`config.mk`:
```
export PLATFORM = sky130hd
export DESIGN_NAME = spi_xfer_ctrl_flat
export DESIGN_NICKNAME = d
export VERILOG_FILES = /design/src/rtl/spi_xfer_ctrl_pkg.sv /design/src/rtl/spi_xfer_ctrl_if.sv /design/src/rtl/spi_xfer_ctrl_tick.sv /design/src/rtl/spi_xfer_ctrl.sv /design/src/flat_wrapper.sv
export SDC_FILE = /design/constraint.sdc
export NUM_CORES = 1
export LEC_CHECK = 0
export ABC_AREA = 1
export BUFFER_PORTS_ARGS = -buffer_cell sky130_fd_sc_hd__clkbuf_2
export CORE_MARGIN = 4
export CORE_UTILIZATION = 56
export DETAILED_ROUTE_END_ITERATION = 8
export PLACE_DENSITY_LB_ADDON = 0.05
export RECOVER_POWER = 25
export SLEW_MARGIN = 15
export SYNTH_ARGS = -nofsm -noshare
export SYNTH_HDL_FRONTEND = slang
export SYNTH_HIERARCHICAL = 1
export SYNTH_SLANG_ARGS = --single-unit
```
`constraint.sdc`:
```
create_clock -name clk_i -period 1.7 [get_ports clk_i]
set_input_delay 0.34 -clock clk_i [delete_from_list [all_inputs] [get_ports clk_i]]
set_output_delay 0.34 -clock clk_i [all_outputs]
set_load 0.05 [all_outputs]
```
`src/rtl/spi_xfer_ctrl_pkg.sv`:
```
// ----------------------------------------------------------------------------
// spi_xfer_ctrl_pkg: state encoding and parameter legality helpers. Rev 1.0
// ----------------------------------------------------------------------------
`default_nettype none

package spi_xfer_ctrl_pkg;

  typedef enum logic [3:0] {
    ST_IDLE  = 4'b0001,
    ST_SETUP = 4'b0010,
    ST_SHIFT = 4'b0100,
    ST_HOLD  = 4'b1000
  } state_t;

  function automatic bit div_legal(input int div);
    return (div >= 2) && ((div % 2) == 0);
  endfunction

  function automatic bit width_legal(input int width);
    return width >= 2;
  endfunction

  // A counter for n states never needs fewer than one bit.
  function automatic int cnt_bits(input int n);
    return (n <= 2) ? 1 : $clog2(n);
  endfunction

endpackage

`default_nettype wire

```
`src/rtl/spi_xfer_ctrl_if.sv`:
```
// ----------------------------------------------------------------------------
// spi_xfer_ctrl_if: request/response and serial pins of the SPI master. Rev 1.0
// ----------------------------------------------------------------------------
`default_nettype none

interface spi_xfer_ctrl_if #(
  parameter int WIDTH = 8
);
  logic             start_i;
  logic [WIDTH-1:0] data_i;
  logic             ready_o;
  logic             done_o;
  logic [WIDTH-1:0] data_o;
  logic             sclk_o;
  logic             mosi_o;
  logic             miso_i;
  logic             cs_no;

  modport master (
    output start_i, data_i, miso_i,
    input  ready_o, done_o, data_o, sclk_o, mosi_o, cs_no
  );

  modport slave (
    input  start_i, data_i, miso_i,
    output ready_o, done_o, data_o, sclk_o, mosi_o, cs_no
  );
endinterface

`default_nettype wire

```
`src/rtl/spi_xfer_ctrl_tick.sv`:
```
// ----------------------------------------------------------------------------
// spi_tick: strobe every HALF enabled cycles, restartable from zero. Rev 1.0
// ----------------------------------------------------------------------------
`default_nettype none

module spi_tick
  import spi_xfer_ctrl_pkg::*;
#(
  parameter int HALF = 4
) (
  input  logic clk_i,
  input  logic rst_ni,
  input  logic restart,
  input  logic enable,
  output logic tick
);

  localparam int            CW   = cnt_bits(HALF);
  localparam logic [CW-1:0] LAST = CW'(HALF - 1);

  logic [CW-1:0] cnt;

  always_ff @(posedge clk_i or negedge rst_ni) begin
    if (!rst_ni) begin
      cnt <= '0;
    end else if (restart) begin
      cnt <= '0;
    end else if (enable) begin
      cnt <= (cnt == LAST) ? '0 : cnt + 1'b1;
    end
  end

  assign tick = enable && (cnt == LAST);

endmodule

`default_nettype wire

```
`src/rtl/spi_xfer_ctrl.sv`:
```
// ----------------------------------------------------------------------------
// spi_xfer_ctrl: SPI master, one WIDTH-bit MSB-first transfer per start. Rev 1.0
// ----------------------------------------------------------------------------
`default_nettype none

module spi_xfer_ctrl
  import spi_xfer_ctrl_pkg::*;
#(
  parameter int DIV       = 8,
  parameter int WIDTH     = 8,
  parameter bit IDLE_HIGH = 1'b1
) (
  input  logic            clk_i,
  input  logic            rst_ni,
  spi_xfer_ctrl_if.slave  bus
);

  localparam int            HALF      = DIV / 2;
  localparam int            EW        = $clog2(2 * WIDTH) + 1;
  localparam logic [EW-1:0] LAST_EDGE = EW'(2 * WIDTH - 1);
  localparam logic [EW-1:0] EDGE_MAX  = '1;
  localparam logic          IDLE_LVL  = IDLE_HIGH;

  generate
    if (!div_legal(DIV)) begin : g_bad_div
      $error("spi_xfer_ctrl: DIV must be even and >= 2");
    end
    if (!width_legal(WIDTH)) begin : g_bad_width
      $error("spi_xfer_ctrl: WIDTH must be >= 2");
    end
  endgenerate

  // Asynchronous assert, two-flop synchronous release.
  logic [1:0] rst_sync;
  logic       rst_n;

  always_ff @(posedge clk_i or negedge rst_ni) begin
    if (!rst_ni) rst_sync <= 2'b00;
    else         rst_sync <= {rst_sync[0], 1'b1};
  end

  assign rst_n = rst_sync[1];

  state_t           state, state_nx;
  logic             accept, edge_stb, tick, leading;
  logic [EW-1:0]    edge_cnt;
  logic [WIDTH-2:0] tx_rest;
  logic [WIDTH-1:0] rx_sr;
  logic             sclk, mosi, cs_n, ready, done;
  logic [WIDTH-1:0] data_out;

  spi_tick #(.HALF(HALF)) u_tick (
    .clk_i   (clk_i),
    .rst_ni  (rst_n),
    .restart (accept),
    .enable  (state != ST_IDLE),
    .tick    (tick)
  );

  always_ff @(posedge clk_i or negedge rst_n) begin
    if (!rst_n) state <= ST_IDLE;
    else        state <= state_nx;
  end

  always_comb begin
    state_nx = ST_IDLE;
    accept   = 1'b0;
    edge_stb = 1'b0;
    case (state)
      ST_IDLE: begin
        state_nx = ST_IDLE;
        if (bus.start_i) begin
          accept   = 1'b1;
          state_nx = ST_SETUP;
        end
      end
      ST_SETUP: state_nx = tick ? ST_SHIFT : ST_SETUP;
      ST_SHIFT: begin
        state_nx = ST_SHIFT;
        if (tick) begin
          edge_stb = 1'b1;
          if (edge_cnt == LAST_EDGE) state_nx = ST_HOLD;
        end
      end
      ST_HOLD:  state_nx = tick ? ST_IDLE : ST_HOLD;
      default:  state_nx = ST_IDLE;
    endcase
  end

  // Even edge counts precede a leading edge, odd ones a trailing edge.
  assign leading = ~edge_cnt[0];

  always_ff @(posedge clk_i or negedge rst_n) begin
    if (!rst_n) begin
      edge_cnt <= '0;
      tx_rest  <= '0;
      rx_sr    <= '0;
      sclk     <= IDLE_LVL;
      mosi     <= 1'b0;
      cs_n     <= 1'b1;
      ready    <= 1'b1;
      done     <= 1'b0;
      data_out <= '0;
    end else begin
      done  <= 1'b0;
      ready <= (state_nx == ST_IDLE);
      cs_n  <= (state_nx == ST_IDLE);
      if (accept) begin
        tx_rest  <= bus.data_i[WIDTH-2:0];
        mosi     <= bus.data_i[WIDTH-1];
        edge_cnt <= '0;
      end
      if (edge_stb) begin
        sclk <= ~sclk;
        if (edge_cnt != EDGE_MAX) edge_cnt <= edge_cnt + 1'b1;
        if (leading) begin
          rx_sr <= {rx_sr[WIDTH-2:0], bus.miso_i};
        end else if (edge_cnt != LAST_EDGE) begin
          mosi    <= tx_rest[WIDTH-2];
          tx_rest <= tx_rest << 1;
        end
      end else if (state_nx == ST_IDLE) begin
        sclk <= IDLE_LVL;
      end
      if ((state == ST_HOLD) && tick) begin
        done     <= 1'b1;
        data_out <= rx_sr;
      end
    end
  end

  assign bus.ready_o = ready;
  assign bus.done_o  = done;
  assign bus.data_o  = data_out;
  assign bus.sclk_o  = sclk;
  assign bus.mosi_o  = mosi;
  assign bus.cs_no   = cs_n;

endmodule

`default_nettype wire

```
`src/flat_wrapper.sv`:
```
// flat-port wrapper written by rule: the top's interface ports become plain ports
module spi_xfer_ctrl_flat import spi_xfer_ctrl_pkg::*;
#(
  parameter int DIV       = 8,
  parameter int WIDTH     = 8,
  parameter bit IDLE_HIGH = 1'b1
)
  (clk_i, rst_ni, bus_start_i, bus_data_i, bus_miso_i, bus_ready_o, bus_done_o, bus_data_o, bus_sclk_o, bus_mosi_o, bus_cs_no);
  spi_xfer_ctrl_if #(.WIDTH(WIDTH)) bus_i ();
  input  logic clk_i;
  input  logic rst_ni;
  input wire logic [$bits(bus_i.start_i)-1:0] bus_start_i;
  input wire logic [$bits(bus_i.data_i)-1:0] bus_data_i;
  input wire logic [$bits(bus_i.miso_i)-1:0] bus_miso_i;
  output wire logic [$bits(bus_i.ready_o)-1:0] bus_ready_o;
  output wire logic [$bits(bus_i.done_o)-1:0] bus_done_o;
  output wire logic [$bits(bus_i.data_o)-1:0] bus_data_o;
  output wire logic [$bits(bus_i.sclk_o)-1:0] bus_sclk_o;
  output wire logic [$bits(bus_i.mosi_o)-1:0] bus_mosi_o;
  output wire logic [$bits(bus_i.cs_no)-1:0] bus_cs_no;
  assign bus_i.start_i = bus_start_i;
  assign bus_i.data_i = bus_data_i;
  assign bus_i.miso_i = bus_miso_i;
  assign bus_ready_o = bus_i.ready_o;
  assign bus_done_o = bus_i.done_o;
  assign bus_data_o = bus_i.data_o;
  assign bus_sclk_o = bus_i.sclk_o;
  assign bus_mosi_o = bus_i.mosi_o;
  assign bus_cs_no = bus_i.cs_no;
  spi_xfer_ctrl #(.DIV(DIV), .WIDTH(WIDTH), .IDLE_HIGH(IDLE_HIGH)) u_core (.clk_i(clk_i), .rst_ni(rst_ni), .bus(bus_i));
endmodule
```
==> metrics <==
Core Util, Final 66.2%; width of the die 66.7 um; post-synth top area cell dfrtp_1; Final #Nets 287; unrepaired setup endpoints after global routing no; final std cells w/o fill 318; Avg Synthesized Cell Area 8.16 sq um; count of cell types in the netlist 28; multi-input combinational cell area 798 sq um; HPWL Detailed 2.48 mm; number of synthesized register bits 40; Post-DP Area 2120 sq um; DR vias 1553; commonest cells after routing, fill and taps aside nand2_1 (105), dfrtp_1 (37), clkbuf_2 (24); Worst setup SP type register; # fillers 277; sequential share of the synthesized area 52.1%; initial DRC count 39; Setup Skew 0.00700 ns; worst min-delay path class reg2async; Synth Warn # 6; status finished, final reports clean; cell row count 21; final std cell area, no fill 2210 sq um; clock sink count 40; CTS Buf Count 5; power density cells 1140 nW/um^2; clock transition at the registers of the reported paths 0.12 ns; Root Driver clkbuf_4; global-route wire length before repair 5.93 mm; Die Footprint 4440 sq um; Worst Path Arrival 1.81 ns; CP required 1.94 ns; CP Capture Type register; Area growth syn-to-layout 14.6%; vias per inst 4.88; Remaining DRCs 0; worst slack, placed 0.0229 ns; static leakage power 1.23 nW; CTS tree done; Die Y 66.7 um; largest net degree at the start of global routing 29; Least-Margin Pin Slew 0.669 ns; gp weighted congestion 0.828; Tmin final 1.57 ns; Net Count, Synth 252; total of max-cap violations 0; Final Max Tran Viols 0; flop2flop setup slack 0.13 ns; commonest non-fill, non-tap cell in the layout nand2_1; reg2reg end u_core/edge_cnt[0]; placed cells 308; Final Cycle Share 92.4%; grt ovf 0; Clock Latency Late Sink 0.34 ns; worst r2r src u_core/state[0]; vias in the first global route 1395; GRT Overall Usage 17.5%; crit path kind reg2reg; Mapped Area 1930 sq um; max frequency 637 MHz; final hold vios 0; setup ws final 0.130 ns; Syn Inst Count 236; VDD IR max 0.000581 V; Synth top area share 48.1%; Post-Route WL 3.36 mm; register area 1000 sq um; Crit Path Max Fanout 7; ANT nets after route 0; setup violators final 0; wire per inst 10.6 um; starting density of the core 57.7%; layout cells sized above 1 23.9%; worst r2r path cells 11; Core Footprint 3340 sq um; final hold slack 0.181 ns; CTS H-tree lvls 2; initial antenna violation count 0; Antenna diodes 0; Tot Pwr 2.52 mW; ranking of synthesized cells by area dfrtp_1 (48%), nand2_1 (20%), nand3_1 (5.2%), dfstp_2 (4.1%), inv_1 (2.9%); maximum clock insertion buffer count 2; slew margin rel. 55.4%; IO Pins 25; Initial DRT Pass Iterations 4; Fin Setup TNS 0 ns; Port Buffers 24
==> Yosys cell counts <==
cell type / n
clkinv_2: 2
a21oi_1: 1
inv_1: 15
o31ai_1: 2
nand2_1: 105
o21ai_0: 1
nand2_8: 1
o21ai_1: 6
nand4_1: 1
conb_1: 1
nand3_4: 1
dfstp_2: 3
nor2_2: 4
buf_8: 1
nand3_1: 20
nor2_4: 1
nand2_4: 1
inv_2: 5
dfrtp_1: 37
nor3_1: 1
buf_2: 1
buf_6: 2
ha_1: 4
a32o_1: 1
buf_4: 1
nand2_2: 2
nor2_1: 15
clkinv_4: 1
==> per-layer routing <==
layer  up-vias  part of all wire, %  global-route usage [%]
met5         -                    0                       0
met4         0                  1.3                    5.33
met3         6                  4.0                    5.06
met2        21                   46                    27.7
met1       725                   49                    23.2
li1        801                    -                       -
==> where the power goes <==
group	switching, mW	total, mW	internal (mW)
clock network	0.305	0.506	0.201
logic	0.535	0.781	0.247
registers	0.0999	1.23	1.13
==> sequential cells by signal (all words and copies together), names as in the netlist <==
signal and cells:
u_core/bus.data_o 8, u_core/tx_rest 7, u_core/bus.mosi_o 1, u_core/rx_sr 8, u_core/rst_sync 2, u_core/bus.sclk_o 1
u_core/u_tick/cnt 2, u_core/state 4, u_core/bus.done_o 1, u_core/edge_cnt 5, u_core/bus.ready_o 1
==> repair_timing <==
action | CTS | global route
resized for setup | 1 | 6
endpoints found under the setup margin | 1 | 30
gates cloned | 0 | 0
endpoints found under the hold margin | 2 | 0
hold buffers | 1 | 0
pin swaps | 0 | 0
setup buffers | 0 | 1
==> logic make-up (layout without fill, tap and decap cells) <==
logic type	Yosys count	in the layout	synth area share (%)
buffers and inverters	28	64	7.47
other	1	1	0.195
flip-flops	40	40	52.1
AND/OR/NAND/NOR	152	152	34.2
AO/OA/AOI/OAI	11	11	3.38
adder cells (fa/ha/maj)	4	4	2.60
==> how the worst max path moves through the flow <==
stage,start,endpoint,slack [ns],depth (start not counted)
2_1_floorplan,u_core/state[0],u_core/tx_rest[1],0.06,12
3_3_place_gp,u_core/state[0],u_core/rx_sr[6],0.09,10
3_5_place_dp,u_core/state[0],u_core/rx_sr[6],0.02,10
4_1_cts,u_core/state[0],u_core/rx_sr[5],0.02,10
5_1_grt,u_core/state[0],u_core/edge_cnt[4],0.003,11
6_report,u_core/state[0],u_core/edge_cnt[0],0.13,11
==> layout make-up <==
type,instances,area share [%]
Clock buffer,6,2.32
Clock inverter,2,0.680
Inverter,23,4.31
Multi-Input combinational cell,168,36.1
Sequential cell,40,45.5
Tap cell,46,2.61
Timing Repair Buffer,33,8.44
==> worst max-delay path: stages, from the launching register on <==
cell and delay (ns):
dfstp_2 0.40, inv_1 0.10, nor2_2 0.05, nand2_1 0.07
nand2_1 0.07, inv_2 0.14, nand3_4 0.10, buf_4 0.16
nor2_1 0.18, inv_2 0.06, nand3_1 0.07, o21ai_1 0.06
No activity file was read; power rests on OpenSTA's default activity.
